<file path="src/rtl/rst_release_seq.sv">
`default_nettype none
// ============================================================================
//  Module   : rst_release_seq
//  Purpose  : Holds NUM_STAGES domain resets asserted after the system reset
//             or a reset request, then releases them in order 0..N-1 with a
//             fixed gap. Also measures each request's length and flags
//             requests shorter than MIN_REQ.
//  Revision : 1.0 - initial release
// ============================================================================
module rst_release_seq #(
  parameter int NUM_STAGES  = 4,
  parameter int HOLD_CYCLES = 10,
  parameter int GAP_CYCLES  = 2,
  parameter int MIN_REQ     = 4,
  parameter int CNT_W       = 8
) (
  input  logic                  clk_fr,
  input  logic                  rst,
  input  logic                  rst_req,
  output logic [NUM_STAGES-1:0] stage_rst,
  output logic                  seq_done,
  output logic                  short_req_err,
  output logic [CNT_W-1:0]      req_len
);

  localparam int REL_W = $clog2(NUM_STAGES + 1);

  localparam logic [CNT_W-1:0] c_CNT_MAX   = {CNT_W{1'b1}};
  localparam logic [CNT_W-1:0] c_HOLD_LAST = CNT_W'(HOLD_CYCLES - 1);
  localparam logic [CNT_W-1:0] c_GAP_LAST  = CNT_W'(GAP_CYCLES - 1);
  localparam logic [CNT_W-1:0] c_MIN_REQ   = CNT_W'(MIN_REQ);
  localparam logic [REL_W-1:0] c_REL_ALL   = REL_W'(NUM_STAGES);

  typedef enum logic [1:0] {
    ST_HOLD    = 2'd0,
    ST_RELEASE = 2'd1,
    ST_DONE    = 2'd2
  } state_t;

  state_t                r_state,    w_state_nxt;
  logic [CNT_W-1:0]      r_hold_cnt, w_hold_nxt;
  logic [CNT_W-1:0]      r_gap_cnt,  w_gap_nxt;
  logic [REL_W-1:0]      r_rel_cnt,  w_rel_nxt;   // number of stages released
  logic [CNT_W-1:0]      r_len_cnt,  w_len_nxt;
  logic [CNT_W-1:0]      r_req_len,  w_req_len_nxt;
  logic                  r_err,      w_err_nxt;
  logic                  r_done,     w_done_nxt;
  logic [NUM_STAGES-1:0] r_stage_rst, w_stage_nxt;

  // Register all state and outputs; rst wins over every other event.
  always_ff @(posedge clk_fr) begin
    if (rst) begin
      r_state     <= ST_HOLD;
      r_hold_cnt  <= '0;
      r_gap_cnt   <= '0;
      r_rel_cnt   <= '0;
      r_len_cnt   <= '0;
      r_req_len   <= '0;
      r_err       <= 1'b0;
      r_done      <= 1'b0;
      r_stage_rst <= '1;
    end else begin
      r_state     <= w_state_nxt;
      r_hold_cnt  <= w_hold_nxt;
      r_gap_cnt   <= w_gap_nxt;
      r_rel_cnt   <= w_rel_nxt;
      r_len_cnt   <= w_len_nxt;
      r_req_len   <= w_req_len_nxt;
      r_err       <= w_err_nxt;
      r_done      <= w_done_nxt;
      r_stage_rst <= w_stage_nxt;
    end
  end

  // Next-state logic for the release sequencer and the request-length monitor.
  always_comb begin
    w_state_nxt   = r_state;
    w_hold_nxt    = r_hold_cnt;
    w_gap_nxt     = r_gap_cnt;
    w_rel_nxt     = r_rel_cnt;
    w_done_nxt    = r_done;
    w_len_nxt     = r_len_cnt;
    w_req_len_nxt = r_req_len;
    w_err_nxt     = r_err;
    w_stage_nxt   = '1;

    case (r_state)
      ST_HOLD: begin
        w_done_nxt = 1'b0;
        w_rel_nxt  = '0;
        w_gap_nxt  = '0;
        if (rst_req) begin
          w_hold_nxt = '0;
        end else if (r_hold_cnt == c_HOLD_LAST) begin
          // Stage 0 drops on the same edge that leaves HOLD.
          w_state_nxt = ST_RELEASE;
          w_rel_nxt   = REL_W'(1);
          w_hold_nxt  = '0;
        end else if (r_hold_cnt != c_CNT_MAX) begin
          w_hold_nxt = r_hold_cnt + 1'b1;
        end
      end
      ST_RELEASE: begin
        if (rst_req) begin
          w_state_nxt = ST_HOLD;
          w_rel_nxt   = '0;
          w_gap_nxt   = '0;
          w_hold_nxt  = '0;
          w_done_nxt  = 1'b0;
        end else if (r_rel_cnt == c_REL_ALL) begin
          // seq_done follows one edge after the last stage falls.
          w_state_nxt = ST_DONE;
          w_done_nxt  = 1'b1;
        end else if (r_gap_cnt == c_GAP_LAST) begin
          w_rel_nxt = r_rel_cnt + 1'b1;
          w_gap_nxt = '0;
        end else begin
          w_gap_nxt = r_gap_cnt + 1'b1;
        end
      end
      ST_DONE: begin
        if (rst_req) begin
          w_state_nxt = ST_HOLD;
          w_rel_nxt   = '0;
          w_gap_nxt   = '0;
          w_hold_nxt  = '0;
          w_done_nxt  = 1'b0;
        end
      end
      default: begin
        w_state_nxt = ST_HOLD;
        w_rel_nxt   = '0;
        w_gap_nxt   = '0;
        w_hold_nxt  = '0;
        w_done_nxt  = 1'b0;
      end
    endcase

    // Stages are derived from the release count, so a released stage always
    // has every lower-numbered stage released too.
    for (int i = 0; i < NUM_STAGES; i++) begin
      w_stage_nxt[i] = (REL_W'(i) >= w_rel_nxt);
    end

    // A non-zero length count means the previous edge sampled rst_req high.
    if (rst_req) begin
      if (r_len_cnt != c_CNT_MAX) begin
        w_len_nxt = r_len_cnt + 1'b1;
      end
    end else begin
      w_len_nxt = '0;
      if (r_len_cnt != '0) begin
        w_req_len_nxt = r_len_cnt;
        if (r_len_cnt < c_MIN_REQ) begin
          w_err_nxt = 1'b1;
        end
      end
    end
  end

  assign stage_rst     = r_stage_rst;
  assign seq_done      = r_done;
  assign short_req_err = r_err;
  assign req_len       = r_req_len;

endmodule
`default_nettype wire
</file>
<file path="config.mk">
export PLATFORM = sky130hd
export DESIGN_NAME = rst_release_seq
export DESIGN_NICKNAME = d
export VERILOG_FILES = /design/src/rtl/rst_release_seq.sv
export SDC_FILE = /design/constraint.sdc
export NUM_CORES = 1
export LEC_CHECK = 0
export BUFFER_PORTS_ARGS = -buffer_cell sky130_fd_sc_hd__buf_2
export CAP_MARGIN = 20
export CELL_PAD_IN_SITES_DETAIL_PLACEMENT = 0
export CELL_PAD_IN_SITES_GLOBAL_PLACEMENT = 1
export CORE_MARGIN = 2
export CORE_UTILIZATION = 45
export CTS_BUF_LIST = sky130_fd_sc_hd__clkbuf_16
export DETAILED_ROUTE_END_ITERATION = 10
export PLACE_DENSITY = 0.77
export RECOVER_POWER = 25
export SLEW_MARGIN = 20
export SYNTH_ARGS = -nofsm -noshare
export SYNTH_HDL_FRONTEND = slang
export SYNTH_SLANG_ARGS = --single-unit
export TNS_END_PERCENT = 5
</file>
<file path="constraint.sdc">
create_clock -name clk_fr -period 2.2 [get_ports clk_fr]
set_input_delay 0.33 -clock clk_fr [delete_from_list [all_inputs] [get_ports clk_fr]]
set_output_delay 0.33 -clock clk_fr [all_outputs]
set_load 0.005 [all_outputs]
</file>
==> impl_metrics.env, run 1 <==
export IMPL_coreArea_mm2=0.00438
export IMPL_grt_pass1_vias=1516
export IMPL_startpoint_type="register"
export IMPL_max_freq_ghz=0.524
export IMPL_cp_startpoint="r_state[0]"
export IMPL_synth_edf_count=0
export IMPL_maxCapViolCount=0
export IMPL_place_gp_congestion=0.776
export IMPL_relSlewSlack=0.589
export IMPL_synth_mux_area_frac=0.0591
export IMPL_clockRootBuffer="clkbuf_16"
export IMPL_slew_violations=0
export IMPL_cts_repair_resized=0
export IMPL_status="complete, no violations"
export IMPL_ys_seq_area_frac=0.420
export IMPL_first_iter_violations=74
export IMPL_crit_type="register to register"
export IMPL_rows=24
export IMPL_synth_compound_area_frac=0.0976
export IMPL_worstPathArrival_ns=2.11
export IMPL_final_cell_mix="dfxtp_1, nor2_1, nand2_1"
export IMPL_endpoint_kind="register"
export IMPL_ir_drop_uv=334
export IMPL_cts_tree="done"
export IMPL_clk_pin_slew_ns=0.06
export IMPL_cp_max_fo=9
export IMPL_die_area_mm2=0.00512
export IMPL_period_share=0.868
export IMPL_synthSimpleGateAreaFrac=0.255
export IMPL_min_period_ns=1.91
export IMPL_ant_nets=0
export IMPL_vias_per_cell=5.29
export IMPL_area_growth_pct=13.2
export IMPL_die_x_um=71.5
export IMPL_grt_pass1_wl_mm=6.85
export IMPL_grt_ovfl_total=0
export IMPL_cts_setup_buffers=0
export IMPL_ios=17
export IMPL_powerDensity_mw_per_mm2=651
export IMPL_synth_top_family_by_area="simple AND/OR/NAND/NOR gates"
export IMPL_clk_latency_ns=0.28
export IMPL_synth_xor_area_share=0.0640
export IMPL_vias=1571
export IMPL_fin_skew_ns=0.00348
export IMPL_synth_area_mm2=0.00205
export IMPL_holdBufCountCts=0
export IMPL_synth_fa_ha_area_frac=0.0732
export IMPL_avgSynthCellArea_um2=9.08
export IMPL_grt_use_total=0.169
export IMPL_dp_hpwl_mm=2.75
export IMPL_final_nets=260
export IMPL_leakagePower_nw=0.899
export IMPL_netlist_instances=226
export IMPL_initial_core_util=0.468
export IMPL_yosys_warnings=0
export IMPL_hold_viol_final=0
export IMPL_rr_startpoint="r_state[0]"
export IMPL_drive_above_1_share=0.127
export IMPL_drc_errors=0
export IMPL_yosys_register_bits=43
export IMPL_grt_max_degree=19
export IMPL_diodes=0
export IMPL_clock_path_buffers=2
export IMPL_die_h_um=71.5
export IMPL_hold_path_class="primary input to register"
export IMPL_tightest_slew_ns=0.616
export IMPL_antenna_found_initial=0
export IMPL_cts_made_buffers=5
export IMPL_clock_sinks=43
export IMPL_synth_cell_types=45
export IMPL_wl_per_cell_um=13.0
export IMPL_crit_required_ns=2.40
export IMPL_rsz0062_at_grt="false"
export IMPL_power_total_mw=1.51
export IMPL_wl_mm=3.87
export IMPL_syn_num_nets=241
export IMPL_firstDrtPassIters=4
export IMPL_port_buffers=16
export IMPL_setup_viol=0
export IMPL_layout_commonest_cell="dfxtp_1"
export IMPL_async_flop_share=0
export IMPL_h_tree_depth=2
export IMPL_worstHoldStart="rst"
export IMPL_ys_flop_type="dfxtp_1"
export IMPL_fin_tns_setup_ns=0
cell usage after synthesis (2+ instances only):
cell       instances  area [µm²]
and2_1             3        18.8
nand4_1            3        18.8
dfxtp_1           43         861
xnor2_1            4        35.0
clkbuf_1           6        22.5
and3_1             5        31.3
nand2_1           13        48.8
nand2b_1           4        25.0
a211oi_1           2        15.0
nor2b_1            2        12.5
a31oi_1            3        18.8
xor2_1            11        96.3
inv_1             10        37.5
nor3_1             8        40.0
nand3_1            4        20.0
o21ai_0            5        25.0
a21oi_1            6        30.0
nor2_1            40         150
nor3_2             2        20.0
and4_1             2        17.5
o2111ai_1          3        26.3
or2_2              2        12.5
ha_1              12         150
or2_1              2        12.5
mux2i_1           11         110
cell type report:
cell class | instances | area, µm²
tap | 52 | 65.1
clock buffer | 5 | 125
sequential | 43 | 861
timing repair buffer | 19 | 95.1
multi-input combinational | 166 | 1130
clock inverter | 2 | 8.76
inverter | 10 | 37.5
fill | 416 | 2060
worst paths after layout:
| kind | endpoint | slack, ns | cells after the start |
|---|---|---|---|
| hold reg to reg | short_req_err | 0.49 | 2 |
| hold / removal | r_state[1] | 0.43 | 2 |
| setup reg to reg | r_hold_cnt[0] | 0.29 | 7 |
| setup / recovery | r_hold_cnt[0] | 0.29 | 7 |
metrics by stage:
step / util / setup slack [ns] / instances / cell area [µm²] / hold slack (ns)
after floorplan: - / 0.475 / 226 / 2050 / 0.460
final: 0.530 / 0.290 / 297 / 2320 / 0.429
after detailed placement: 0.500 / 0.242 / 290 / 2190 / 0.461
after global placement: 0.500 / 0.250 / 290 / 2190 / 0.471
after global routing: 0.530 / 0.121 / 297 / 2320 / 0.458
after CTS: 0.531 / 0.221 / 297 / 2330 / 0.446
registers in the layout (all words and copies together) (netlist names):
name	cells
r_gap_cnt	8
short_req_err	1
r_rel_cnt	3
req_len	8
r_hold_cnt	8
r_state	2
stage_rst	4
r_len_cnt	8
seq_done	1
per-layer routing:
metal / track usage / part of all wire
met4: 0.0629 / 0.016
met3: 0.0380 / 0.041
met2: 0.270 / 0.45
met5: 0 / 0
met1: 0.226 / 0.49
worst max-delay path, stage by stage, from the launching register on:
cell,delay (ns)
dfxtp_1,0.37
inv_1,0.08
ha_1,0.27
and4_1,0.22
a21oi_2,0.34
nand3_1,0.16
mux2_2,0.28
nor3_1,0.11
kinds of logic after synthesis:
group,Yosys count
buffers and inverters,17
muxes,12
DFF,43
xor gates and xnor gates,15
AOI/OAI and AO/OA,28
and+or+nand+nor,99
adders and majority gates,12
power by group:
part           internal, mW  leakage, nW  switching (mW)
logic                0.0180        0.485          0.0274
registers             0.784        0.347         0.00453
clock network         0.407       0.0671           0.269
total                  1.21        0.899           0.301
No activity file was read; power rests on OpenSTA's default activity.
==> inputs of run 2 (changes only) <==
--- a/config.mk
+++ b/config.mk
@@ -13,7 +13,7 @@
 export CORE_UTILIZATION = 45
 export CTS_BUF_LIST = sky130_fd_sc_hd__clkbuf_16
 export DETAILED_ROUTE_END_ITERATION = 10
-export PLACE_DENSITY = 0.77
+export PLACE_DENSITY = 0.85
 export RECOVER_POWER = 25
 export SLEW_MARGIN = 20
 export SYNTH_ARGS = -nofsm -noshare
==> impl_metrics.env, run 2 (synthesis gave the netlist of run 1 again) <==
export IMPL_clock_path_buffers=2
export IMPL_holdBufCountCts=0
export IMPL_clk_pin_slew_ns=0.06
export IMPL_setup_slack_ns=0.246
export IMPL_clockRootBuffer="clkbuf_16"
export IMPL_h_tree_depth=2
export IMPL_first_iter_violations=35
export IMPL_wl_mm=3.72
export IMPL_grt_pass1_vias=1562
export IMPL_grt_max_degree=19
export IMPL_cp_slowest_cell="a21oi_1"
export IMPL_final_nets=257
export IMPL_crit_family="compound AO/OA/AOI/OAI gates"
export IMPL_cts_repair_resized=0
export IMPL_diodes=0
export IMPL_cp_num_buf_inv=1
export IMPL_min_period_ns=1.95
export IMPL_area_growth_pct=12.0
export IMPL_firstDrtPassIters=4
export IMPL_cpPeakStageDelay_ns=0.81
export IMPL_drc_errors=0
export IMPL_place_gp_congestion=0.741
export IMPL_cp_max_fo=9
export IMPL_clock_sinks=43
export IMPL_antenna_found_initial=0
export IMPL_fin_tns_setup_ns=0
export IMPL_min_path_cells=2
export IMPL_rsz0062_at_grt="false"
export IMPL_rr_startpoint="r_len_cnt[0]"
export IMPL_hold_path_class="primary input to register"
export IMPL_relSlewSlack=0.291
export IMPL_ios=17
export IMPL_setup_viol=0
export IMPL_dp_slack_ns=0.259
export IMPL_whs_ns=0.423
export IMPL_vias=1557
export IMPL_dp_hpwl_mm=2.68
export IMPL_worst_path_stages=5
export IMPL_cts_tree="done"
export IMPL_max_freq_ghz=0.512
export IMPL_clk_latency_ns=0.28
export IMPL_die_area_mm2=0.00512
export IMPL_fin_skew_ns=0.00476
export IMPL_initial_core_util=0.468
export IMPL_slew_violations=0
export IMPL_cp_cell_sequence="inv_1, ha_1, a21oi_1, mux2i_1, nor2_1"
export IMPL_worstPathArrival_ns=2.11
export IMPL_cts_setup_buffers=0
export IMPL_wl_per_cell_um=12.6
export IMPL_n_fill_cell=425
export IMPL_die_h_um=71.5
export IMPL_grt_pass1_wl_mm=6.72
export IMPL_worstHoldStart="rst"
export IMPL_drive_above_1_share=0.0988
export IMPL_leakagePower_nw=0.876
export IMPL_crit_required_ns=2.36
export IMPL_grt_ovfl_total=0
export IMPL_startpoint_type="register"
export IMPL_ant_nets=0
export IMPL_endpoint_kind="register"
export IMPL_status="complete, no violations"
export IMPL_ir_drop_uv=426
export IMPL_cts_made_buffers=5
export IMPL_hold_viol_final=0
export IMPL_die_x_um=71.5
export IMPL_vias_per_cell=5.28
export IMPL_layout_commonest_cell="dfxtp_1"
export IMPL_crit_type="register to register"
export IMPL_powerDensity_mw_per_mm2=666
export IMPL_period_share=0.888
export IMPL_cp_startpoint="r_len_cnt[0]"
export IMPL_coreArea_mm2=0.00438
export IMPL_tightest_slew_ns=1.06
export IMPL_maxCapViolCount=0
export IMPL_rows=24
export IMPL_grt_use_total=0.165
export IMPL_ff2ff_path_depth=5
export IMPL_port_buffers=16
export IMPL_final_cell_mix="dfxtp_1, nor2_1, nand2_1"
==> run 2: changes by cell type in the layout (fill, tap and decap cells not counted), sizes merged <==
cell	previous run	this run
buf	13	6
clkbuf	11	15
clkinv	2	1
clkinvlp	0	1
inv	10	11
==> run 2: layout make-up <==
type / count / area (µm²) / area share
multi-input cells: 166 / 1130 / 0.490
inverters: 10 / 37.5 / 0.0163
clock inverters: 3 / 16.3 / 0.00708
flip-flops and latches: 43 / 861 / 0.375
clock buffers: 5 / 125 / 0.0544
repair buffers: 16 / 67.6 / 0.0294
well taps: 52 / 65.1 / 0.0283
==> run 2: through the flow <==
| stage | cells | power (mW) | area, µm² | util |
|---|---|---|---|---|
| 4_1_cts | 295 | 1.57 | 2310 | 0.527 |
| 2_1_floorplan | 226 | 0.838 | 2050 | - |
| 5_1_grt | 295 | 1.59 | 2300 | 0.524 |
| 3_3_place_gp | 287 | 0.850 | 2170 | 0.495 |
| 3_5_place_dp | 287 | 0.850 | 2170 | 0.495 |
| 6_report | 295 | 1.53 | 2300 | 0.524 |
==> run 2: path summary, 6_finish.rpt <==
check                                     end  slack [ns]
worst max-delay path               req_len[0]        0.25
worst min-delay path               req_len[1]        0.42
worst max register to register     req_len[0]        0.25
worst min register to register  short_req_err        0.46
==> run 2: layer usage <==
layer  global-route usage  routed length [µm]  vias up
met5                    0                   0        -
met4               0.0692                  73        0
met3               0.0436                 122        6
met2                0.275                1700       18
met1                0.203                1820      721
li1                     -                   -      812
==> run 2: where the power goes <==
group | total (mW) | internal [mW] | switching [mW] | leakage (nW)
combinational | 0.0434 | 0.0165 | 0.0270 | 0.458
sequential | 0.789 | 0.784 | 0.00459 | 0.347
clock | 0.699 | 0.414 | 0.286 | 0.0710
total | 1.53 | 1.21 | 0.317 | 0.876
==> inputs of run 3 (changes only) <==
--- a/config.mk
+++ b/config.mk
@@ -7,7 +7,7 @@
 export LEC_CHECK = 0
 export BUFFER_PORTS_ARGS = -buffer_cell sky130_fd_sc_hd__buf_2
 export CAP_MARGIN = 20
-export CELL_PAD_IN_SITES_DETAIL_PLACEMENT = 0
+export CELL_PAD_IN_SITES_DETAIL_PLACEMENT = 1
 export CELL_PAD_IN_SITES_GLOBAL_PLACEMENT = 1
 export CORE_MARGIN = 2
 export CORE_UTILIZATION = 45
==> impl_metrics.env, run 3 (synthesis gave the netlist of run 1 again) <==
export IMPL_cts_tree="done"
export IMPL_grt_pass1_vias=1659
export IMPL_status="complete, no violations"
export IMPL_vias=1626
export IMPL_worstPathArrival_ns=2.18
export IMPL_grt_use_total=0.193
export IMPL_tightest_slew_ns=1.09
export IMPL_cp_max_fo=9
export IMPL_cts_setup_buffers=0
export IMPL_clock_path_buffers=2
export IMPL_grt_max_degree=19
export IMPL_wl_mm=4.47
export IMPL_grt_pass1_wl_mm=7.78
export IMPL_globalRoute_busiestLayer="met2"
export IMPL_hold_viol_final=0
export IMPL_drc_errors=0
export IMPL_clk_latency_ns=0.28
export IMPL_drive_above_1_share=0.115
export IMPL_clockRootBuffer="clkbuf_16"
export IMPL_diodes=0
export IMPL_maxCapViolCount=0
export IMPL_dp_slack_ns=0.219
export IMPL_final_cell_mix="dfxtp_1, nor2_1, nand2_1"
export IMPL_startpoint_type="register"
export IMPL_grt_met3_usage=0.0436
export IMPL_die_h_um=71.5
export IMPL_first_iter_violations=32
export IMPL_initial_core_util=0.468
export IMPL_dp_hpwl_mm=3.18
export IMPL_crit_type="register to register"
export IMPL_powerDensity_mw_per_mm2=720
export IMPL_met2_usage=0.326
export IMPL_crit_family="compound AO/OA/AOI/OAI gates"
export IMPL_clock_sinks=43
export IMPL_final_nets=257
export IMPL_cp_num_buf_inv=1
export IMPL_n_fill_cell=518
export IMPL_vias_per_cell=5.51
export IMPL_h_tree_depth=2
export IMPL_relSlewSlack=0.272
export IMPL_cp_cell_sequence="inv_1, ha_1, a21oi_1, mux2i_1, nor2_1"
export IMPL_place_gp_congestion=0.741
export IMPL_grt_ovfl_total=0
export IMPL_rows=24
export IMPL_multiInputGateArea_mm2=0.00113
export IMPL_die_x_um=71.5
export IMPL_area_growth_pct=13.5
export IMPL_cts_repair_resized=0
export IMPL_slew_violations=0
export IMPL_setup_viol=0
export IMPL_rsz0062_at_grt="false"
export IMPL_port_buffers=16
export IMPL_cp_slowest_cell="a21oi_1"
export IMPL_wl_per_cell_um=15.1
export IMPL_ir_drop_uv=434
export IMPL_grt_met1_usage=0.233
export IMPL_firstDrtPassIters=4
export IMPL_antenna_found_initial=0
export IMPL_setup_slack_ns=0.191
export IMPL_fin_tns_setup_ns=0
export IMPL_cts_made_buffers=5
export IMPL_leakagePower_nw=0.902
export IMPL_coreArea_mm2=0.00438
export IMPL_cpPeakStageDelay_ns=0.83
export IMPL_endpoint_kind="register"
export IMPL_seqCellArea_um2=861
export IMPL_die_area_mm2=0.00512
export IMPL_clk_pin_slew_ns=0.06
export IMPL_holdBufCountCts=0
export IMPL_min_period_ns=2.01
export IMPL_crit_required_ns=2.37
export IMPL_ios=17
export IMPL_ant_nets=0
export IMPL_period_share=0.913
export IMPL_layout_commonest_cell="dfxtp_1"
export IMPL_fin_skew_ns=0.00371
export IMPL_max_freq_ghz=0.498
export IMPL_hold_path_class="primary input to register"
run 3: changes by cell type in the layout (fill, tap and decap cells not counted), sizes merged:
cell and change:
clkbuf -4, bufinv +1, clkinv +1, buf +4, clkinvlp -1, inv -1
run 3: power breakdown:
group | internal (mW) | leakage, nW | total (mW) | switching, mW
sequential | 0.784 | 0.347 | 0.789 | 0.00504
combinational | 0.0167 | 0.471 | 0.0452 | 0.0285
clock | 0.535 | 0.0838 | 0.842 | 0.307
total | 1.34 | 0.902 | 1.68 | 0.341
run 3: area by class of cell:
type,instances,share of cell area
timing repair buffer,16,0.0306
clock inverter,3,0.0188
clock buffer,5,0.0537
multi-input combinational,166,0.483
sequential,43,0.369
tap,52,0.0279
inverter,10,0.0161
run 3: metrics by stage:
step | utilization | total power, mW | hold WS [ns] | area, µm² | std cells
2_1_floorplan | - | 0.838 | 0.460 | 2050 | 226
3_3_place_gp | 0.495 | 0.850 | 0.446 | 2170 | 287
3_5_place_dp | 0.495 | 0.851 | 0.477 | 2170 | 287
4_1_cts | 0.533 | 1.70 | 0.409 | 2340 | 295
5_1_grt | 0.531 | 1.73 | 0.443 | 2330 | 295
6_report | 0.531 | 1.68 | 0.415 | 2330 | 295
run 3: metal layers:
layer / wire length, µm / vias to the layer above
met5: 0 / -
met4: 93 / 0
met3: 117 / 8
met2: 2140 / 24
met1: 2120 / 781
li1: - / 813
run 3: path summary, 6_finish.rpt:
path | start | to | slack, ns | depth (start not counted)
hold / removal | rst | req_len[1] | 0.42 | 2
setup reg to reg | r_len_cnt[0] | req_len[5] | 0.19 | 5
setup / recovery | r_len_cnt[0] | req_len[5] | 0.19 | 5
hold reg to reg | short_req_err | short_req_err | 0.48 | 2
